### src/rtl/rx_huge_page_pkg.sv
// rx_huge_page_pkg: shared parser states, MWr header constants and DW byte swap for the huge-page ring.
package rx_huge_page_pkg;
  typedef enum logic [2:0] {IDLE, HDR2, DAT3, DAT4, DROP} parse_state_e;
  localparam logic [1:0] FMT_MWR3 = 2'b10;
  localparam logic [1:0] FMT_MWR4 = 2'b11;
  localparam logic [4:0] TYPE_MWR = 5'b00000;
  localparam logic [9:0] LEN_TWO = 10'd2;
  function automatic logic [31:0] dw_swap(input logic [31:0] dw);
    return {dw[7:0], dw[15:8], dw[23:16], dw[31:24]};
  endfunction
endpackage

### src/rtl/rx_mwr_slot_decoder.sv
// rx_mwr_slot_decoder: parses 64-bit TRN RX MWr TLPs that post a 64-bit page address into a slot register.
module rx_mwr_slot_decoder
  import rx_huge_page_pkg::*;
#(
  parameter int NUM_PAGES = 4,
  parameter int IDX_W = $clog2(NUM_PAGES),
  parameter int BAR_IDX = 0,
  parameter logic [11:0] REG_BASE = 12'h100
) (
  input  logic             clk_i,
  input  logic             rst_n_i,
  input  logic [63:0]      rd_i,
  input  logic             sof_n_i,
  input  logic             eof_n_i,
  input  logic             src_rdy_n_i,
  input  logic             dst_rdy_n_i,
  input  logic             dsc_n_i,
  input  logic             errfwd_n_i,
  input  logic [6:0]       bar_hit_n_i,
  output logic             commit_valid_o,
  output logic [IDX_W-1:0] slot_idx_o,
  output logic [63:0]      addr_o
);
  parse_state_e state_q, state_d;
  logic fmt4_q, fmt4_d, ok_q, ok_d, poison_q, poison_d;
  logic [IDX_W-1:0] slot_q, slot_d;
  logic [31:0] d0_q, d0_d;
  logic beat, eof, poison_now, hdr_ok, addr_ok;
  logic [11:0] aoff;
  logic [8:0] off;
  assign beat = !src_rdy_n_i && !dst_rdy_n_i;
  assign eof = !eof_n_i;
  assign poison_now = !errfwd_n_i;
  assign hdr_ok = (rd_i[62:61] == FMT_MWR3 || rd_i[62:61] == FMT_MWR4) && rd_i[60:56] == TYPE_MWR &&
                  rd_i[41:32] == LEN_TWO && rd_i[7:0] == 8'hFF && !bar_hit_n_i[BAR_IDX];
  // Slot offset is taken modulo the 9-bit field, so one compare covers both range ends.
  assign aoff = fmt4_q ? rd_i[11:0] : rd_i[43:32];
  assign off = aoff[11:3] - REG_BASE[11:3];
  assign addr_ok = off < 9'(NUM_PAGES) && aoff[2:0] == 3'b000;
  assign slot_idx_o = slot_q;
  assign addr_o = state_q == DAT4 ? {dw_swap(rd_i[31:0]), dw_swap(rd_i[63:32])}
                                  : {dw_swap(rd_i[63:32]), dw_swap(d0_q)};
  always_comb begin
    state_d = state_q;
    fmt4_d = fmt4_q;
    ok_d = ok_q;
    poison_d = poison_q;
    slot_d = slot_q;
    d0_d = d0_q;
    commit_valid_o = 1'b0;
    if (!dsc_n_i) state_d = IDLE;
    else if (beat) begin
      poison_d = poison_q | poison_now;
      case (state_q)
        IDLE: if (!sof_n_i) begin
          fmt4_d = rd_i[61];
          ok_d = hdr_ok;
          poison_d = poison_now;
          state_d = eof ? IDLE : HDR2;
        end
        HDR2: begin
          d0_d = rd_i[31:0];
          slot_d = off[IDX_W-1:0];
          state_d = eof ? IDLE : !(ok_q && addr_ok) ? DROP : fmt4_q ? DAT4 : DAT3;
        end
        DAT3, DAT4: begin
          commit_valid_o = eof && !poison_q && !poison_now;
          state_d = IDLE;
        end
        default: state_d = eof ? IDLE : DROP;
      endcase
    end
  end
  always_ff @(posedge clk_i) begin
    if (!rst_n_i) begin
      state_q <= IDLE;
      fmt4_q <= 1'b0;
      ok_q <= 1'b0;
      poison_q <= 1'b0;
      slot_q <= '0;
      d0_q <= '0;
    end else begin
      state_q <= state_d;
      fmt4_q <= fmt4_d;
      ok_q <= ok_d;
      poison_q <= poison_d;
      slot_q <= slot_d;
      d0_q <= d0_d;
    end
  end
endmodule

### src/rtl/rx_huge_page_ring.sv
// rx_huge_page_ring: ring of host-posted huge-page addresses presented as current plus prefetched next page.
module rx_huge_page_ring
  import rx_huge_page_pkg::*;
#(
  parameter int NUM_PAGES = 4,
  parameter int IDX_W = $clog2(NUM_PAGES),
  parameter int BAR_IDX = 0,
  parameter logic [11:0] REG_BASE = 12'h100
) (
  input  logic             trn_clk,
  input  logic             trn_reset_n,
  input  logic [63:0]      trn_rd,
  input  logic [7:0]       trn_rrem_n,
  input  logic             trn_rsof_n,
  input  logic             trn_reof_n,
  input  logic             trn_rsrc_rdy_n,
  input  logic             trn_rsrc_dsc_n,
  input  logic             trn_rerrfwd_n,
  input  logic [6:0]       trn_rbar_hit_n,
  input  logic             trn_rdst_rdy_n,
  output logic [63:0]      page_addr,
  output logic             page_valid,
  output logic [63:0]      next_page_addr,
  output logic             next_page_valid,
  input  logic             page_free,
  output logic [IDX_W-1:0] head_idx,
  output logic [IDX_W:0]   pages_avail,
  output logic             overwrite_err,
  output logic             free_err
);
  localparam int AW = IDX_W + 1;
  logic cv, free_ok, wr;
  logic [IDX_W-1:0] cslot, head_q, head_d, nxt_d;
  logic [63:0] caddr;
  logic [NUM_PAGES-1:0] valid_q, valid_d;
  logic [63:0] addr_q [NUM_PAGES];
  logic [63:0] addr_d [NUM_PAGES];
  logic [AW-1:0] avail_q, avail_d;
  logic [63:0] page_addr_q, next_addr_q;
  logic page_valid_q, next_valid_q, ovr_q, ferr_q;
  logic unused_rrem;
  assign unused_rrem = ^trn_rrem_n;
  rx_mwr_slot_decoder #(
    .NUM_PAGES(NUM_PAGES), .IDX_W(IDX_W), .BAR_IDX(BAR_IDX), .REG_BASE(REG_BASE)
  ) u_dec (
    .clk_i(trn_clk), .rst_n_i(trn_reset_n), .rd_i(trn_rd), .sof_n_i(trn_rsof_n),
    .eof_n_i(trn_reof_n), .src_rdy_n_i(trn_rsrc_rdy_n), .dst_rdy_n_i(trn_rdst_rdy_n),
    .dsc_n_i(trn_rsrc_dsc_n), .errfwd_n_i(trn_rerrfwd_n), .bar_hit_n_i(trn_rbar_hit_n),
    .commit_valid_o(cv), .slot_idx_o(cslot), .addr_o(caddr)
  );
  assign page_addr = page_addr_q;
  assign page_valid = page_valid_q;
  assign next_page_addr = next_addr_q;
  assign next_page_valid = next_valid_q;
  assign head_idx = head_q;
  assign pages_avail = avail_q;
  assign overwrite_err = ovr_q;
  assign free_err = ferr_q;
  // Commit checks pre-edge validity, so a write to the head being freed is refused.
  always_comb begin
    free_ok = page_free && valid_q[head_q];
    wr = cv && !valid_q[cslot];
    valid_d = valid_q;
    addr_d = addr_q;
    if (free_ok) begin
      valid_d[head_q] = 1'b0;
      addr_d[head_q] = '0;
    end
    if (wr) begin
      valid_d[cslot] = 1'b1;
      addr_d[cslot] = caddr;
    end
    head_d = free_ok ? head_q + IDX_W'(1) : head_q;
    nxt_d = head_d + IDX_W'(1);
    avail_d = avail_q + AW'(wr) - AW'(free_ok);
  end
  always_ff @(posedge trn_clk) begin
    if (!trn_reset_n) begin
      valid_q <= '0;
      addr_q <= '{default: '0};
      head_q <= '0;
      avail_q <= '0;
      page_addr_q <= '0;
      next_addr_q <= '0;
      page_valid_q <= 1'b0;
      next_valid_q <= 1'b0;
      ovr_q <= 1'b0;
      ferr_q <= 1'b0;
    end else begin
      valid_q <= valid_d;
      addr_q <= addr_d;
      head_q <= head_d;
      avail_q <= avail_d;
      page_addr_q <= addr_d[head_d];
      next_addr_q <= addr_d[nxt_d];
      page_valid_q <= valid_d[head_d];
      next_valid_q <= valid_d[nxt_d];
      ovr_q <= ovr_q | (cv && valid_q[cslot]);
      ferr_q <= ferr_q | (page_free && !valid_q[head_q]);
    end
  end
endmodule

### config.mk
export PLATFORM = sky130hd
export DESIGN_NAME = rx_huge_page_ring
export DESIGN_NICKNAME = d
export VERILOG_FILES = /design/src/rtl/rx_huge_page_pkg.sv /design/src/rtl/rx_mwr_slot_decoder.sv /design/src/rtl/rx_huge_page_ring.sv
export SDC_FILE = /design/constraint.sdc
export NUM_CORES = 1
export LEC_CHECK = 0
export ABC_AREA = 1
export BUFFER_PORTS_ARGS = -buffer_cell sky130_fd_sc_hd__buf_4
export CAP_MARGIN = 20
export CORE_MARGIN = 2
export CORE_UTILIZATION = 55
export DETAILED_ROUTE_END_ITERATION = 6
export PLACE_DENSITY = 0.76
export RECOVER_POWER = 50
export SYNTH_ARGS = -nofsm -noshare
export SYNTH_HDL_FRONTEND = slang
export SYNTH_SLANG_ARGS = --single-unit
### constraint.sdc
create_clock -name trn_clk -period 2.85 [get_ports trn_clk]
set_input_delay 0.285 -clock trn_clk [delete_from_list [all_inputs] [get_ports trn_clk]]
set_output_delay 0.285 -clock trn_clk [all_outputs]
set_load 0.02 [all_outputs]
== Yosys cells after proc, flatten, opt, wreduce, memory -nomap -nowiden ==
Index checks and enable logic that the tools add are counted.

* Output and inout bits: 137
* Word-level logic and storage cells: 135
* Input port bits: 88
* Register bits: 437

* Magnitude comparators: 13
* Add/sub/neg operators: 5
* Muxes and demuxes: 42
* Bitwise operators: 13
* Reduce and logical (&&, ||, !) cells: 35
* Equality and inequality tests: 8

{| class="wikitable"
|+ Operators with widths
! kind !! count
|-
| $mux W256 || 2
|-
| $mux W64 || 7
|-
| $and A256 B256 Y256 || 1
|-
| $bmux W64 S2 || 2
|-
| $bwmux W256 || 1
|-
| $demux W64 S2 || 2
|-
| $not A256 Y256 || 1
|-
| $logic_and A1 B1 Y1 || 17
|-
| $mux W1 || 13
|-
| $ge A3 B3 Y1 const B || 4
|-
| $lt A2 B3 Y1 const B || 4
|-
| $mux W12 || 1
|-
| $mux W3 || 4
|-
| $not A2 Y3 || 4
|-
| $eq A10 B2 Y1 const B || 1
|-
| $lt A9 B3 Y1 const B || 1
|-
| $pmux W3 S3 || 1
|-
| $sub A9 B6 Y9 const B || 1
|-
| $bmux W1 S2 || 4
|-
| $eq A8 B8 Y1 const B || 1
|-
| $logic_not A1 Y1 || 8
|-
| $mux W4 || 2
|-
| $eq A3 B2 Y1 const B || 2
|-
| $logic_not A3 Y1 || 2
|-
| other kinds (21) || 30
|}

== Logic depth before layout (Yosys ltp) ==
* Word-level depth: 13
* Mapped depth: 14

== Modules after synthesis ==
A second synthesis with hierarchy kept.

* Cells, all modules: 3137
* Area, all modules: 20453.4 µm²

{| class="wikitable"
|+ By module, submodules not included
! module !! cells each !! instances !! area each (µm²) !! seq. area each (µm²)
|-
| rx_huge_page_ring || 2749 || 1 || 18018.5 || 7947.6
|-
| rx_mwr_slot_decoder || 388 || 1 || 2434.8 || 800.8
|}

== Worst setup path before layout ==
OpenSTA, ideal clock, no wires.

* Path kind: reg-to-reg
* Start point: reg head_q[0], in the netlist head_idx[0]
* End point: reg avail_q[2], in the netlist pages_avail[2]
* Slack: 0.503 ns
* Cell stages (with the launch flop): 12
* Required time: 2.780 ns
* Clock period less this slack: 2.347 ns
* Setup time: 0.070 ns
* Arrival: 2.276 ns
* Cell sequence: dfxtp_1 inv_2 nand2_1 nand3_2 nand2_1 nor2_1 ha_1 inv_1 ha_1 fa_1 or2_2 a21oi_1

* Cells in the longest elaborated chain, start to end: 4

{| class="wikitable"
|+ RTL lines
! element !! line !! RTL
|-
| start: declaration || rx_huge_page_ring.sv:33 || <nowiki>logic [IDX_W-1:0] cslot, head_q, head_d, nxt_d;</nowiki>
|-
| start signal: assignment || rx_huge_page_ring.sv:81 || <nowiki>head_q <= '0;</nowiki>
|-
| start signal: assignment || rx_huge_page_ring.sv:92 || <nowiki>head_q <= head_d;</nowiki>
|-
| $bmux W1 S2 || rx_huge_page_ring.sv:61 || <nowiki>free_ok = page_free && valid_q[head_q];</nowiki>
|-
| $mux W1 (not written as such) || rx_huge_page_ring.sv:61 ||
|-
| $logic_and A1 B1 Y1 || rx_huge_page_ring.sv:61 ||
|-
| $sub A3 B1 Y3 || rx_huge_page_ring.sv:75 || <nowiki>avail_d = avail_q + AW'(wr) - AW'(free_ok);</nowiki>
|-
| end signal: assignment || rx_huge_page_ring.sv:93 || <nowiki>avail_q <= avail_d;</nowiki>
|-
| end: declaration || rx_huge_page_ring.sv:38 || <nowiki>logic [AW-1:0] avail_q, avail_d;</nowiki>
|}

No other way between the ends. The select of a mux whose other input is x is not followed.
A chain may end at the register's enable or synchronous reset.

== Final worst setup path ==
* Start point: reg head_q[0], in the netlist head_idx[0]
* End point: reg page_addr_q[57], in the netlist page_addr[57]

* Cells in the longest elaborated chain, start to end: 13

{| class="wikitable"
|+ RTL lines
! element !! line !! RTL
|-
| $not A2 Y3 (not written as such) || rx_huge_page_ring.sv:67 || <nowiki>addr_d[head_q] = '0;</nowiki>
|-
| $ge A3 B3 Y1 (not written as such) or $lt A3 B1 Y1 (tied branches) || rx_huge_page_ring.sv:67 ||
|-
| $logic_and A1 B1 Y1 (not written as such) || rx_huge_page_ring.sv:67 ||
|-
| $mux W64 (not written as such) || rx_huge_page_ring.sv:67 ||
|-
| $demux W64 S2 || rx_huge_page_ring.sv:67 ||
|-
| $not A256 Y256 (no line) || - ||
|-
| $and A256 B256 Y256 (no line) || - ||
|-
| $mux W256 || rx_huge_page_ring.sv:65 || <nowiki>if (free_ok) begin</nowiki>
|-
| $bwmux W256 || rx_huge_page_ring.sv:71 || <nowiki>addr_d[cslot] = caddr;</nowiki>
|-
| $mux W256 || rx_huge_page_ring.sv:69 || <nowiki>if (wr) begin</nowiki>
|-
| $bmux W64 S2 (*) || rx_huge_page_ring.sv:94 || <nowiki>page_addr_q <= addr_d[head_d];</nowiki>
|-
| $mux W64 (not written as such) (*) (2 in series) || rx_huge_page_ring.sv:94 ||
|-
| end signal: assignment || rx_huge_page_ring.sv:94 ||
|-
| end: declaration || rx_huge_page_ring.sv:39 || <nowiki>logic [63:0] page_addr_q, next_addr_q;</nowiki>
|}

Every way passes the cells marked *; elsewhere a longest branch is shown, timed or not. The select of a mux whose other input is x is not followed.

==> results.toml <==
[outcome]
run_status = "finished clean"

[layout]
postLayoutCellArea_sq_um = 23800
ff_latch_area_sq_um = 8750
nets = 3395
multiInputGateArea_sq_um = 10000
area.growth.synth_to_final_pct = 18.3
number_of_fill_cells = 3257
layout-drive-gt1-share = 0.0738
mostFrequentLayoutCells = "1,334 x sky130_fd_sc_hd__nand2_1, 437 x sky130_fd_sc_hd__dfxtp_1, 339 x sky130_fd_sc_hd__nand3_1"
antenna-diode-count = 0
final_common_cell = "sky130_fd_sc_hd__nand2_1"

[pwr]
pwr-share-comb = 0.034
pwr-share-clk = 0.490
p_leak_uw = 0.0117
switching_power_uw = 2800
switching_share = 0.217
seq_power_share = 0.476
power_report.internal_total_uw = 10100
max-vdd-ir-drop_v = 0.000418
p_per_area_nw_per_um2 = 540

[logic_synthesis]
yosys_warns = 0
synthesis.instances = 3131
ys_ff_latch = 437
syn-mean-instance-area_sq_um = 6.43
synthArstFlopShare = 0
synth_enable_flop_cells = 0
postSynth.topFlopCell = "sky130_fd_sc_hd__dfxtp_1"
syn_nets = 3226
netlist_area_sq_um = 20100
synth_cell_types = 28
synth_seq_area_share = 0.434

[sta]
transition_time_at_the_pin_with_the_least_slew_margin_ns = 1.31
grt_setup_unrepaired = "false"
final.setup_skew_ns = 0.0134
worst_slew_margin_rel = 0.128
final.setup.tns_ns = 0
drv_slew = 0
period_share = 0.895
setup_viol = 0
max_freq_ghz = 0.392
post_layout_minimum_cycle_time_ns = 2.55
hold_viol_final = 0
timing.final.ws_setup_ns = 0.301

[worst_setup_path]
path_max_fanout = 30
critPathLaunchType = "flip-flop"
worst_ep_arrival_time_ns = 3.04
critPathCaptureType = "flip-flop"
critical_path_required_ns = 3.34
critical_path_class = "reg2reg"
rr_worst_depth = 13

[cts]
cts_made_buffers = 46
worst_setup_hold_path_clk_slew_ns = 0.06
clock_insertion_delay_at_the_later_pin_of_the_skew_report_ns = 0.59
cts-resized-gates = 0
post_cts_buffers = 0
cts_hold_buffers = 33
cts_root_buf = "sky130_fd_sc_hd__clkbuf_16"
ctsLongestPathBuffers = 3
cts_tree = "built"
cts.sink_count = 437
h_tree_lvls = 2

[flow_run]
max-cap-violations = 0

[route]
vias_after_detailed_routing = 21555
remaining_drc_errors = 0
wl_final_um = 65900
average_detailed_routed_wire_length_per_instance_um = 17.3
dr.pass1.iters = 6
route.detailed.vias_per_inst = 5.67
remaining_number_of_nets_flagged_by_the_antenna_check_after_routing = 0
drt_iter0_drc = 2239

[placement]
place.detailed.hpwl_um = 40700
post_dp_cell_area_sq_um = 22500
pre_cts_ws_ns = 0.337
gp_congestion = 0.879
portBuffers = 210

[die]
initial_core_util = 0.554
row_count = 70
floorplan.die.height_um = 195
core_area_sq_um = 36300
io_pins = 225
die_w_um = 195
die_area_sq_um = 38200

[global_route]
grt_max_degree = 167
grt_pass1_wl_um = 104000
grt_antenna_before_repair = 0
overall_global_routing_usage = 0.342
globalRoute.totalOverflow = 0
first_global_vias = 20366

[hold_path]
path_class_of_the_lowest_slack_min_delay_path = "in2reg"
hold_depth = 3
## worst paths after layout
check | slack (ns) | from | end
min reg2reg | 0.46 | u_dec.d0_q[4]$_SDFFE_PN0P_ | u_dec.d0_q[4]$_SDFFE_PN0P_
max | 0.30 | head_idx[0]$_SDFF_PN0_ | page_addr[57]$_SDFF_PN0_
max reg2reg | 0.30 | head_idx[0]$_SDFF_PN0_ | page_addr[57]$_SDFF_PN0_
min | 0.03 | trn_rd[4] | u_dec.d0_q[4]$_SDFFE_PN0P_
## Yosys cell counts, drive strengths merged (6+ instances only)
cell type	n	area [sq um]
clkbuf	113	424
nor3	9	45.0
nand3b	12	90.1
nand2	1336	5030
o21ai	93	465
inv	141	529
nor2	266	1070
dfxtp	437	8750
ha	6	75.1
buf	91	460
nand4	11	68.8
nand3	344	1740
a21oi	262	1310
## per-layer routing
metal  vias to the layer above  GRT usage  routed length [um]
li1                      10246          -                   -
met1                      9912      0.424               25500
met2                      1177      0.567               30200
met3                       220     0.0594                6720
met4                         0      0.189                3540
met5                         -          0                   0
## final cells by class
type	count	area share
well taps	468	0.0246
inverters	141	0.0225
clock inverters	14	0.00930
flip-flops and latches	437	0.367
multi-input cells	2349	0.420
repair buffers	325	0.0987
clock buffers	68	0.0577
## metrics by stage
| stage | hold slack, ns | total power (uW) | util | instances |
|---|---|---|---|---|
| 2_1_floorplan | 0.379 | 6420 | - | 3131 |
| 3_3_place_gp | 0.442 | 6650 | 0.618 | 3687 |
| 3_5_place_dp | 0.457 | 6650 | 0.618 | 3687 |
| 4_1_cts | 0.00884 | 12900 | 0.671 | 3802 |
| 5_1_grt | 0.0425 | 13200 | 0.655 | 3802 |
| 6_report | 0.0323 | 12900 | 0.655 | 3802 |
## critical path, cell delays in order, from the launching register on
cell and delay [ns]:
sky130_fd_sc_hd__dfxtp_1 0.49, sky130_fd_sc_hd__inv_2 0.12, sky130_fd_sc_hd__nand2_1 0.08, sky130_fd_sc_hd__nand3_1 0.23, sky130_fd_sc_hd__nand2_1 0.16, sky130_fd_sc_hd__nor2_1 0.08, sky130_fd_sc_hd__nand2_1 0.06, sky130_fd_sc_hd__nand2_1 0.15
sky130_fd_sc_hd__nor2_4 0.25, sky130_fd_sc_hd__buf_4 0.40, sky130_fd_sc_hd__nand2_1 0.12, sky130_fd_sc_hd__nand2_1 0.08, sky130_fd_sc_hd__nor2_1 0.04, sky130_fd_sc_hd__nor2_1 0.18
## sequential cells by signal, summed over array words and instances (netlist names), 2 cells and up
signal,cells
addr_q,256
head_idx,2
next_page_addr,64
page_addr,64
pages_avail,3
u_dec.d0_q,32
u_dec.slot_idx_o,2
u_dec.state_q,3
valid_q,4
## power by group through the flow
stage	clock network (uW)	logic (uW)	registers (uW)
2_1_floorplan	0	162	6250
6_report	6300	442	6120
4_1_cts	6350	430	6120
3_5_place_dp	0	395	6250
5_1_grt	6600	463	6120
3_3_place_gp	0	392	6250
## cell families (layout without fill, tap and decap cells)
group | Yosys count | after routing | share of synthesized area
AO/OA/AOI/OAI | 356 | 356 | 0.0886
buffers and inverters | 345 | 548 | 0.0702
AND/OR/NAND/NOR | 1985 | 1985 | 0.402
flip-flops | 437 | 437 | 0.434
XOR/XNOR | 1 | 1 | 0.000435
adder cells (fa/ha/maj) | 7 | 7 | 0.00472
(Power assumes the default switching activity.)
